===== src/rtl/mem_port_arbiter.sv =====
// Two-requester round-robin arbiter/sequencer in front of a 1W/1R registered-read memory.
// Optional out-of-range address check when MEM_ARB_ADDR_CHECK_EN is defined.
module mem_port_arbiter #(
  parameter  int MEM_SIZE  = 6,
  parameter  int DATA_W    = 10,
  localparam int ADDR_SIZE = $clog2(MEM_SIZE)
) (
  input  logic                 clk,
  input  logic                 rst_n,
  input  logic                 req0,
  input  logic                 we0,
  input  logic [ADDR_SIZE-1:0] addr0,
  input  logic [DATA_W-1:0]    wdata0,
  output logic                 gnt0,
  output logic                 rvalid0,
  input  logic                 req1,
  input  logic                 we1,
  input  logic [ADDR_SIZE-1:0] addr1,
  input  logic [DATA_W-1:0]    wdata1,
  output logic                 gnt1,
  output logic                 rvalid1,
  output logic [DATA_W-1:0]    rdata,
  output logic                 err,
  output logic                 mem_write_flag,
  output logic [DATA_W-1:0]    mem_data_in,
  output logic [ADDR_SIZE-1:0] mem_addr_w,
  output logic                 mem_read_flag,
  output logic [ADDR_SIZE-1:0] mem_addr_r,
  input  logic [DATA_W-1:0]    mem_data_in_r
);

  logic                 ptr;
  logic                 el0, el1, win0, win1, win_any;
  logic                 win_we, bad;
  logic [ADDR_SIZE-1:0] win_addr;
  logic [DATA_W-1:0]    win_wdata;
  logic                 rd0_q, rd1_q;

  // A requester is masked during its own grant cycle so a held req is not re-served.
  always_comb begin
    el0       = req0 & ~gnt0;
    el1       = req1 & ~gnt1;
    win0      = el0 & (~el1 | ~ptr);
    win1      = el1 & (~el0 | ptr);
    win_any   = win0 | win1;
    win_we    = win0 ? we0 : we1;
    win_addr  = win0 ? addr0 : addr1;
    win_wdata = win0 ? wdata0 : wdata1;
`ifdef MEM_ARB_ADDR_CHECK_EN
    bad       = win_any & (32'(win_addr) >= MEM_SIZE);
`else
    bad       = 1'b0;
`endif
  end

  always_ff @(posedge clk or negedge rst_n) begin
    if (!rst_n) begin
      ptr            <= 1'b0;
      gnt0           <= 1'b0;
      gnt1           <= 1'b0;
      rd0_q          <= 1'b0;
      rd1_q          <= 1'b0;
      rvalid0        <= 1'b0;
      rvalid1        <= 1'b0;
      mem_write_flag <= 1'b0;
      mem_read_flag  <= 1'b0;
      mem_addr_w     <= '0;
      mem_data_in    <= '0;
      mem_addr_r     <= '0;
    end else begin
      gnt0           <= win0;
      gnt1           <= win1;
      if (win_any) ptr <= win0;
      mem_write_flag <= win_any & win_we & ~bad;
      mem_read_flag  <= win_any & ~win_we & ~bad;
      if (win_any && win_we) begin
        mem_addr_w  <= win_addr;
        mem_data_in <= win_wdata;
      end
      if (win_any && !win_we) mem_addr_r <= win_addr;
      rd0_q   <= win0 & ~we0;
      rd1_q   <= win1 & ~we1;
      rvalid0 <= rd0_q;
      rvalid1 <= rd1_q;
    end
  end

`ifdef MEM_ARB_ADDR_CHECK_EN
  logic bad_rd_q, rzero_q;

  // Rejected reads still return an rvalid, carrying zero instead of memory data.
  always_ff @(posedge clk or negedge rst_n) begin
    if (!rst_n) begin
      err      <= 1'b0;
      bad_rd_q <= 1'b0;
      rzero_q  <= 1'b0;
    end else begin
      err      <= bad;
      bad_rd_q <= bad & ~win_we;
      rzero_q  <= bad_rd_q;
    end
  end

  assign rdata = rzero_q ? '0 : mem_data_in_r;
`else
  assign err   = 1'b0;
  assign rdata = mem_data_in_r;
`endif

endmodule


===== config.mk =====
export PLATFORM = sky130hd
export DESIGN_NAME = mem_port_arbiter
export DESIGN_NICKNAME = d
export VERILOG_FILES = /design/src/rtl/mem_port_arbiter.sv
export SDC_FILE = /design/constraint.sdc
export NUM_CORES = 1
export LEC_CHECK = 0
export ABC_CLOCK_PERIOD_IN_PS = 2690
export CORE_MARGIN = 4
export CORE_UTILIZATION = 38
export CTS_BUF_LIST = sky130_fd_sc_hd__clkbuf_8 sky130_fd_sc_hd__clkbuf_16
export CTS_CLUSTER_SIZE = 20
export DETAILED_ROUTE_END_ITERATION = 8
export PLACE_DENSITY = 0.84
export REMOVE_ABC_BUFFERS = 1
export SETUP_SLACK_MARGIN = 0.1
export SLEW_MARGIN = 20
export SYNTH_ARGS = -nofsm -noshare
export SYNTH_HDL_FRONTEND = slang
export SYNTH_SLANG_ARGS = --single-unit
export TNS_END_PERCENT = 1

===== constraint.sdc =====
create_clock -name clk -period 2.69 [get_ports clk]
set_input_delay 0.538 -clock clk [delete_from_list [all_inputs] [get_ports clk]]
set_output_delay 0.538 -clock clk [all_outputs]
set_load 0.05 [all_outputs]

## Yosys cells after proc, flatten, opt, wreduce, memory -nomap -nowiden

Index checks and enable logic that the tools add are counted.

| storage, ports and cells | value |
|---|---|
| bits of input ports | 42 |
| output and inout port bits | 33 |
| word-level logic and storage cells | 37 |
| register bits after elaboration | 25 |

| cells by class | value |
|---|---|
| muxes and demuxes | 3 |
| bitwise logic cells | 19 |
| reductions and logical operators | 3 |

Operators with widths:

| cell | number |
|---|---|
| two-way mux 10 bit | 1 |
| bitwise AND 1 bit | 8 |
| NOT 1 bit | 8 |
| two-way mux 3 bit | 1 |
| OR 1 bit | 3 |
| logical AND 1 bit | 2 |
| zero test 1 bit | 1 |
| two-way mux 1 bit | 1 |

## Logic depth before layout (Yosys ltp)

Gate-level depths: netlist of run 1.

| logic depth | value |
|---|---|
| depth in word-level cells | 8 |
| depth in mapped cells | 4 |
| depth with buffers taken out | 3 |

## Worst setup path after synthesis of run 1

No wires, ideal clock.

| timing path | value |
|---|---|
| path type | register to register |
| start point | register gnt0 |
| end point | register mem_addr_w[0] |
| path buffers | 1 |
| required time | 2.567 ns |
| setup slack | 1.014 ns |
| cell stages (with the launch flop) | 5 |
| library setup time | 0.123 ns |
| data arrival time | 1.552 ns |
| clock period less this slack | 1.676 ns |
| path through | dfrtp_1 -> or3b_1 -> o2bb2ai_2 -> buf_6 -> o221a_1 |

| between the ends | value |
|---|---|
| word-level cells in the longest chain between the ends | 7 |
| elaborated cells on any way between the ends | 10 |
| classes of those cells | 2 x mux; 7 x bitwise; 1 x reduce/logical |

Ends and longest elaborated chain:

| element | line | text |
|---|---|---|
| start, declared | 14 | `output logic gnt0,` |
| start signal, assigned | 71 | `gnt0 <= win0;` |
| NOT 1 bit * | 41 | `el0 = req0 & ~gnt0;` |
| bitwise AND 1 bit * | 41 |  |
| NOT 1 bit | 44 | `win1 = el1 & (~el0 \| ptr);` |
| OR 1 bit | 44 |  |
| bitwise AND 1 bit | 44 |  |
| OR 1 bit | 45 | `win_any = win0 \| win1;` |
| logical AND 1 bit | 76 | `if (win_any && win_we) begin` |
| end signal, assigned | 77 | `mem_addr_w <= win_addr;` |
| end, declared | 26 | `output logic [ADDR_SIZE-1:0] mem_addr_w,` |

Every way passes the cells marked *; elsewhere a longest branch is shown, timed or not.
A chain may end at the register's enable or synchronous reset.

## Worst setup path after layout of run 1

| timing path | value |
|---|---|
| start point | input req0 |
| end point | register mem_data_in[7] |

| between the ends | value |
|---|---|
| word-level cells in the longest chain between the ends | 6 |
| elaborated cells on any way between the ends | 9 |
| classes of those cells | 2 x mux; 6 x bitwise; 1 x reduce/logical |

Ends and longest elaborated chain:

| element | line | text |
|---|---|---|
| start, declared | 10 | `input logic req0,` |
| bitwise AND 1 bit * | 41 |  |
| NOT 1 bit | 44 |  |
| OR 1 bit | 44 |  |
| bitwise AND 1 bit | 44 |  |
| OR 1 bit | 45 |  |
| logical AND 1 bit | 76 |  |
| end signal, assigned | 78 | `mem_data_in <= win_wdata;` |
| end, declared | 25 | `output logic [DATA_W-1:0] mem_data_in,` |

Marked as above.

==> results of run 1 <==
-- cell type report --
class | count | area, µm² | share of cell area
sequential | 25 | 625.6 | 0.3731
timing repair buffer | 54 | 538.0 | 0.3209
multi-input combinational | 51 | 420.4 | 0.2507
clock buffer | 3 | 41.29 | 0.02463
tap | 31 | 38.79 | 0.02313
inverter | 2 | 7.507 | 0.004478
clock inverter | 1 | 5.005 | 0.002985
-- where the power goes --
| group | internal, mW | switching, mW | total, mW |
|---|---|---|---|
| Clock | 0.104 | 0.117 | 0.221 |
| Sequential | 0.456 | 0.0502 | 0.506 |
| Combinational | 0.237 | 0.379 | 0.617 |
-- cell families (layout without fill, tap and decap cells) --
family	after synthesis	in the layout	synth area share
other	1	1	0.003226
buffers and inverters	17	60	0.1001
AO/OA/AOI/OAI	18	18	0.1808
flip-flops	25	25	0.5382
AND/OR/NAND/NOR	32	32	0.1776
-- flip-flops by register name, indices dropped and copies added (netlist names) --
signal	count
gnt0	1
gnt1	1
mem_addr_r	3
mem_addr_w	3
mem_data_in	10
mem_read_flag	1
mem_write_flag	1
ptr	1
rd0_q	1
rd1_q	1
rvalid0	1
rvalid1	1
-- worst max path at each step --
stage          cells after the start  start  slack, ns              to
2_1_floorplan                      3   gnt0       0.98   mem_addr_w[1]
3_3_place_gp                       4   req0       0.43  mem_data_in[0]
3_5_place_dp                       4   req0       0.33  mem_data_in[7]
4_1_cts                            1   gnt0       0.60            gnt0
5_1_grt                            4   req0       0.48  mem_data_in[1]
6_report                           4   req0       0.61  mem_data_in[7]
-- per-stage QoR --
step                      hold WS [ns]  cells  area (µm²)
final                           0.3572    167        1677
after global routing            0.3743    167        1677
after CTS                       0.3608    167        1677
after detailed placement        0.3404    163        1630
after global placement          0.3330    163        1630
after floorplan                 0.2424     78        1054
-- cells in the mapped netlist --
| library cell | number | area [µm²] |
|---|---|---|
| o2bb2ai_2 | 2 | 30.03 |
| conb_1 | 1 | 3.750 |
| o221a_2 | 6 | 67.56 |
| dfrtp_1 | 25 | 625.6 |
| buf_6 | 1 | 11.26 |
| o221a_1 | 10 | 112.6 |
| nor3b_2 | 1 | 12.51 |
| nand2b_1 | 1 | 6.260 |
| nor3b_1 | 1 | 7.510 |
| nor2_1 | 2 | 7.510 |
| and3b_1 | 2 | 17.52 |
| or3_1 | 16 | 100.1 |
| buf_4 | 12 | 90.09 |
| nand2_1 | 4 | 15.01 |
| inv_1 | 2 | 7.510 |
| clkbuf_1 | 2 | 7.510 |
| nand3b_1 | 3 | 22.52 |
| or3b_1 | 2 | 17.52 |
-- routing by layer --
layer	GRT usage	routed length (µm)	part of all wire
met1	0.1975	1357	0.47
met3	0.06217	242	0.084
met2	0.2266	1251	0.43
met4	0.05660	44	0.015
met5	0	0	0
-- worst max-delay path, delay by kind of cell --
kind	cells	cell delay (ns)
AO/OA/AOI/OAI	2	0.91
buffers and inverters	1	0.52
AND/OR/NAND/NOR	1	0.31
==> flow_summary.yaml, run 1 <==
status:
  status: "finished, final reports clean"
critical_path:
  reg2reg_from: "gnt0"
  worstSetupStartpointType: "input port"
  cpPeakStageDelay_ns: 0.61
  crit_chain: "clkdlybuf4s50_1, nand3b_1, o2bb2ai_2, o221a_1"
  timing.reg2reg.setup_slack_ns: 0.88
  crit_type: "in2reg"
  path_max_fanout: 14
  r2r_cells: 3
  endpoint_kind: "register"
  slowest_stage: "o2bb2ai_2"
  critPathRequiredTime_ns: 2.89
  worstReg2RegEnd: "mem_data_in[7]"
  worstPathArrival_ns: 2.28
final_layout:
  final_nets: 179
  num_antenna_cells: 0
  post-route-util: 0.5927
  layout_commonest_cell: "clkdlybuf4s50_1"
  area_delta_synth_final_pct: 44.24
  layout-drive-gt1-share: 0.1029
  final_cell_mix: "53 x clkdlybuf4s50_1, 25 x dfrtp_1, 16 x or3_1, 10 x o221a_1, 6 x o221a_2"
  num-fill-cells: 224
grt:
  grt_pass1_wl_mm: 4.747
  grt_util_all_layers: 0.1519
  grt_antenna_before_repair: 0
  grt-ovfl-total: 0
  grt_max_degree: 26
  grt_pass1_vias: 959
placed_design:
  hpwl_mm: 2.235
  place.gp.congestion: 0.7392
  place_ws_ns: 0.3311
  port_buffers: 53
floorplanning:
  die_area_um2: 4008
  die_h_um: 63.31
  die_x_um: 63.31
  start_util: 0.4109
  io_pins: 75
  core_region_area_um2: 2829
  rows: 19
clock_tree:
  cts_buffers: 3
  cts_root_buf: "clkbuf_8"
  clkTransAtPathRegs_ns: 0.09
  clkLatencyLatePin_ns: 0.27
  cts_tree: "built"
  cts_buffer_depth: 2
  post_cts_resize_count: 0
  htreeDepth: 1
  cts_sinks: 25
  cts_setup_buffers: 0
  hold_buffers: 0
timing:
  setup_slack_ns: 0.6090
  final.min_clock_period_ns: 2.081
  final-hold-violation-count: 0
  slew_headroom: 0.6055
  finalSetupViolations: 0
  max_freq_ghz: 0.4805
  rsz0062_at_grt: "false"
  drv_slew: 0
  tightest_slew_ns: 0.5882
  post-route-period-util: 0.7736
  setup-tns-final_ns: 0
  finalClockSkew_ns: 0.003309
flow_run:
  drv_cap: 0
logic_synthesis:
  syn_area_um2: 1162
  ys_seq_area_frac: 0.5382
  syn_inst: 93
  synthDistinctLibCells: 18
  synth-seq-cells: 25
  yosysWarnings: 0
  syn-mean-instance-area_um2: 12.50
power_and_ir_drop:
  ir_drop_v: 0.0002360
  power_density_nw_per_um2: 801.2
  leakagePower_nw: 0.6658
  power.total_mw: 1.343
routing:
  drt-total-wl_mm: 2.895
  first_pass_iters: 2
  dr.first_iter.drc_count: 38
  drc: 0
  wl_per_cell_um: 17.34
  routed_via_density: 5.497
  final_antenna_net_count: 0
  vias: 918
hold_path:
  hold_class: "reg2reg"
  min_to: "rvalid0"
  hold-path-cell-count: 0
  hp-start: "rd0_q"
(Power assumes the default switching activity.)
==> inputs of run 2 (changes only) <==
--- a/config.mk
+++ b/config.mk
@@ -5,13 +5,13 @@
 export SDC_FILE = /design/constraint.sdc
 export NUM_CORES = 1
 export LEC_CHECK = 0
-export ABC_CLOCK_PERIOD_IN_PS = 2690
+export ABC_CLOCK_PERIOD_IN_PS = 1680
 export CORE_MARGIN = 4
-export CORE_UTILIZATION = 38
+export CORE_UTILIZATION = 32
 export CTS_BUF_LIST = sky130_fd_sc_hd__clkbuf_8 sky130_fd_sc_hd__clkbuf_16
 export CTS_CLUSTER_SIZE = 20
 export DETAILED_ROUTE_END_ITERATION = 8
-export PLACE_DENSITY = 0.84
+export PLACE_DENSITY = 0.75
 export REMOVE_ABC_BUFFERS = 1
 export SETUP_SLACK_MARGIN = 0.1
 export SLEW_MARGIN = 20
==> constraint.sdc (replaced) <==
create_clock -name clk -period 1.68 [get_ports clk]
set_input_delay 0.336 -clock clk [delete_from_list [all_inputs] [get_ports clk]]
set_output_delay 0.336 -clock clk [all_outputs]
set_load 0.05 [all_outputs]
==> run 2 against run 1 <==
Against the previous run: worst setup slack got worse by 0.48 ns; count of clock-buffer cells in the layout did not move; register-to-register slack got worse by 0.75 ns; largest cell class unchanged; worst hold slack got worse by 0.0059 ns; utilization fell by 8.3 points; critical path type is now reg2reg; cell count rose by 16%.
==> flow_summary.yaml, run 2 (synthesized netlist as in run 1, its figures left out) <==
timing:
  finalSetupViolations: 0
  drv_slew: 0
  finalClockSkew_ns: 0.001758
  final.min_clock_period_ns: 1.548
  post-route-period-util: 0.9215
  max_freq_ghz: 0.6459
  final-hold-violation-count: 0
  holdWs_ns: 0.3513
  rsz0062_at_grt: "true"
clock_tree:
  clkTransAtPathRegs_ns: 0.08
  clkLatencyLatePin_ns: 0.26
  cts_root_buf: "clkbuf_8"
  cts_sinks: 25
  cts_buffer_depth: 2
  hold_buffers: 0
  cts_buffers: 3
  htreeDepth: 1
  cts_tree: "built"
grt:
  grt_pass1_vias: 1057
  grt_max_degree: 26
  grt-ovfl-total: 0
  use_met3: 0.05090
  busiest_layer: "met2"
  grt_use_met1: 0.1710
  grt_util_all_layers: 0.1323
  grt_pass1_wl_mm: 4.698
  grt_antenna_before_repair: 0
  met2_usage: 0.2070
critical_path:
  worstPathArrival_ns: 1.69
  endpoint_kind: "register"
  cp_top_family: "compound AO/OA/AOI/OAI gates"
  crit_chain: "or3b_1, o2bb2ai_4, o221a_1"
  worst-path-buf-inv: 0
  slowest_stage: "or3b_1"
  worstSetupStartpointType: "register"
  cpPeakStageDelay_ns: 0.46
  path_max_fanout: 14
  critPathRequiredTime_ns: 1.82
  crit_type: "reg2reg"
routing:
  first_pass_iters: 4
  dr.first_iter.drc_count: 22
  drc: 0
  drt-total-wl_mm: 3.049
  wl_per_cell_um: 15.80
  routed_via_density: 4.995
  vias: 964
  final_antenna_net_count: 0
placed_design:
  port_buffers: 53
  place.gp.congestion: 0.8360
  hpwl_mm: 2.378
final_layout:
  post-route-util: 0.5099
  layout-drive-gt1-share: 0.3197
  reg_top3: "mem_data_in x10, mem_addr_r x3, mem_addr_w x3"
  final_nets: 190
  largest_reg_flops: 10
  top_register: "mem_data_in"
  num_antenna_cells: 0
  area_delta_synth_final_pct: 49.84
  final_cell_mix: "32 x buf_4, 28 x clkdlybuf4s50_1, 25 x dfrtp_1, 16 x or3_1, 10 x o221a_1"
  layout_commonest_cell: "buf_4"
floorplanning:
  die_h_um: 68.27
  die_area_um2: 4661
  start_util: 0.3403
  rows: 21
  core_region_area_um2: 3416
  die_x_um: 68.27
  io_pins: 75
flow_run:
  drv_cap: 0
power_and_ir_drop:
  p_seq_frac: 0.385
  power_frac_clock: 0.154
  pwr-share-comb: 0.462
  power_density_nw_per_um2: 1222
  leakagePower_nw: 0.7624
  ir_drop_v: 0.0005906
  p_sw_frac: 0.4092
  netSwitchingPower_uw: 871.3
  p_int_mw: 1.258
hold_path:
  hold_class: "reg2reg"
status:
  status: "finished, final reports clean"
run 2: through the flow:
step | setup WS [ns] | area (µm²) | cells | power (mW) | setup TNS (ns)
finish | 0.1318 | 1742 | 193 | 2.129 | 0
CTS | 0.09621 | 1734 | 193 | 2.147 | 0
detailed placement | -0.3419 | 1669 | 188 | 1.807 | -4.763
global placement | -0.2221 | 1669 | 188 | 1.791 | -3.300
floorplan | -0.02610 | 1054 | 78 | 1.422 | -0.2598
global route | 0.09011 | 1742 | 193 | 2.224 | 0
run 2: final timing paths:
check                            from        endpoint  slack (ns)  cells past startpoint
worst min register to register  rd0_q         rvalid0        0.35                      0
worst max-delay path             gnt0  mem_data_in[6]        0.13                      3
min in group asynchronous       rst_n  mem_data_in[0]        0.43                      2
max in group asynchronous       rst_n           rd1_q        1.01                      2
worst min-delay path            rd0_q         rvalid0        0.35                      0
worst max register to register   gnt0  mem_data_in[6]        0.13                      3
run 2: power by group through the flow:
stage               clock network, mW  logic [mW]  registers (mW)
global route                    0.362        1.03           0.832
detailed placement                  0       0.982           0.825
global placement                    0       0.965           0.826
CTS                             0.342       0.988           0.817
floorplan                           0       0.185            1.24
finish                          0.327       0.983           0.819
run 2: repair_timing:
item,CTS,global route
endpoints found under the setup margin,14,15
cloned,1,0
pin swaps,0,1
setup buffers,0,0
resized for setup,3,3
run 2: final cells by class:
class | count | area (µm²)
timing repair buffer | 65 | 570.5
multi-input combinational | 51 | 435.4
clock buffer | 3 | 41.29
clock inverter | 1 | 3.754
fill | 318 | 1674
inverter | 2 | 7.507
sequential | 25 | 625.6
tap | 46 | 57.56
run 2: metal layers:
metal,up-vias,part of all wire
met1,465,0.44
met2,49,0.46
li1,448,-
met5,-,0
met4,0,0.0020
met3,2,0.091
==> edit: new RTL, settings of run 2 <==
Put one more register stage on the output `mem_write_flag`, with the module's reset. The value now appears one clock later. The other outputs are not delayed to match.
--- a/src/rtl/mem_port_arbiter.sv
+++ b/src/rtl/mem_port_arbiter.sv
@@ -28,6 +28,8 @@
   output logic [ADDR_SIZE-1:0] mem_addr_r,
   input  logic [DATA_W-1:0]    mem_data_in_r
 );
+
+  logic mem_write_flag_s0;
 
   logic                 ptr;
   logic                 el0, el1, win0, win1, win_any;
@@ -62,7 +64,7 @@
       rd1_q          <= 1'b0;
       rvalid0        <= 1'b0;
       rvalid1        <= 1'b0;
-      mem_write_flag <= 1'b0;
+      mem_write_flag_s0 <= 1'b0;
       mem_read_flag  <= 1'b0;
       mem_addr_w     <= '0;
       mem_data_in    <= '0;
@@ -71,7 +73,7 @@
       gnt0           <= win0;
       gnt1           <= win1;
       if (win_any) ptr <= win0;
-      mem_write_flag <= win_any & win_we & ~bad;
+      mem_write_flag_s0 <= win_any & win_we & ~bad;
       mem_read_flag  <= win_any & ~win_we & ~bad;
       if (win_any && win_we) begin
         mem_addr_w  <= win_addr;
@@ -107,5 +109,13 @@
   assign rdata = mem_data_in_r;
 `endif
 
+  always_ff @(posedge clk or negedge rst_n) begin
+    if (!rst_n) begin
+      mem_write_flag <= '0;
+    end else begin
+      mem_write_flag <= mem_write_flag_s0;
+    end
+  end
+
 endmodule
 
Check against the original RTL: not equivalent (Yosys sat finds a counterexample within 4 cycles, from zero or initial values and one cycle with rst_n low).
==> edit against run 2 <==
Non-clock buffer count fell by 4. Register-to-register slack better by 0.05 ns. Wire length grew 2.7%. Synthesized cell count rose by 1.1%. Total power rose by 2.6%. Sequential cell count is 1 higher. Synthesized area up 2.2%. Design area up 1.9%. Setup slack gained 0.021 ns. Clock power increased by 2%. Final cell count shrank 1.6%.
==> edit: results (changes against run 2) <==
.. list-table::
   :header-rows: 1

   * - Metric
     - Value
   * - Number of cells after detailed placement
     - 185 (-1.6%)
   * - Register area share after synthesis
     - 54.79% (+0.97 points)
   * - Largest net degree at the start of global routing
     - 27 (+3.8%)
   * - Proportion of netlist area held by the largest area contributor
     - 54.79% (+0.97 points)
   * - Biggest area contributors in the synthesized netlist
     - dfrtp_1, o221a_1, or3_1
   * - Post-Route Skew
     - 0.002555 ns (+0.0007969 ns)
   * - Peak fanout along the critical path
     - 13 (-1)
   * - Most common library cells after synthesis
     - dfrtp_1, or3_1, buf_4, o221a_1, o221a_2
   * - Detailed-route wire length
     - 3132 um (+2.7%)
   * - Capture point of the worst reg-to-reg path
     - mem_addr_w[1]
   * - Number of global-route vias before repair
     - 1,007 (-4.7%)
   * - Launch point of the worst reg-to-reg path
     - ptr
   * - Placer congestion estimate
     - 0.8055 (-3.6%)
   * - Via density per instance
     - 4.984 (-0.21%)
   * - Placed wire-length estimate after detailed placement
     - 2245 um (-5.6%)
   * - Share of cells above drive strength 1
     - 31.25% (-0.72 points)
   * - Result of the run
     - finished clean
   * - Post-placement setup slack
     - -0.2639 ns (+0.07799 ns)
   * - Reg2Reg Setup Slack
     - 0.18 ns (+0.05 ns)
   * - Peak VDD IR
     - 0.0003563 V (-40%)
   * - First-pass GRT wire length
     - 4795 um (+2.1%)
   * - Number of CTS-inserted buffers
     - 3 (unchanged)
   * - FF-to-FF path depth
     - 4 (+1)
   * - All-Layer GR Usage
     - 13.71% (+0.48 points)
   * - Buffer depth of the longest clock path
     - 2 (unchanged)
   * - Via count
     - 947 (-1.8%)
   * - DRC marker count from the first detailed-route iteration
     - 45 (+100%)
   * - Number of cells produced by synthesis
     - 94 (+1.1%)
   * - Net total in the final layout
     - 188 (-1.1%)
edit: critical path: stages:
cell and delay (ns):
clkdlybuf4s50_1 0.48, and3b_1 0.30, nand2_1 0.13, buf_12 0.16, o221a_2 0.27
edit: per-stage QoR:
| stage | power, uW | hold slack [ns] | area [sq um] | utilization [%] | setup TNS [ns] |
|---|---|---|---|---|---|
| final | 2184 | 0.3575 | 1775 | 51.19 | 0 |
| after global routing | 2283 | 0.3672 | 1775 | 51.19 | 0 |
| after CTS | 2200 | 0.3552 | 1770 | 51.05 | 0 |
| after detailed placement | 1837 | 0.3364 | 1689 | 48.70 | -3.826 |
| after global placement | 1822 | 0.3319 | 1689 | 48.70 | -3.419 |
| after floorplan | 1450 | 0.04041 | 1079 | - | -0.2598 |
edit: report_power, final:
group	total, uW	switching (uW)	internal [uW]
Sequential	845	88.7	757
Clock	335	175	160
Combinational	1000	628	376
Total	2180	892	1290
edit: repair_timing:
| item | 4_1_cts | 5_1_grt |
|---|---|---|
| pin swaps | 2 | 0 |
| buffers inserted | 1 | 0 |
| setup endpoints to repair | 15 | 16 |
| gates resized for setup | 3 | 2 |
| gates cloned | 1 | 0 |
edit: how the worst max path moves through the flow:
stage,from,to,slack [ns],cells after the start
final,we1,mem_addr_w[1],0.15,5
after global routing,gnt0,mem_data_in[4],0.09,4
after CTS,req0,mem_data_in[2],0.08,4
after detailed placement,req0,mem_addr_w[0],-0.26,4
after global placement,req0,mem_addr_w[2],-0.24,4
after floorplan,gnt0,mem_addr_w[0],-0.03,3
edit: layout make-up:
type	count	area [sq um]
Sequential cell	26	650.6
Inverter	2	7.507
Timing Repair Buffer	61	565.5
Fill cell	315	1693
Clock buffer	3	41.29
Multi-Input combinational cell	52	452.9
Tap cell	46	57.56
edit: logic make-up after synthesis:
family / share of synthesized area [%]
AND/OR/NAND/NOR: 17.39
flip-flops: 54.79
AO/OA/AOI/OAI: 17.70
buffers and inverters: 9.800
other: 0.3158
edit: metal layers:
layer  wire length [um]  vias up  track usage [%]
met3                377        6            5.348
li1                   -      449                -
met1               1348      437            17.38
met2               1356       55            21.07
met5                  0        -                0
met4                 49        0            5.109
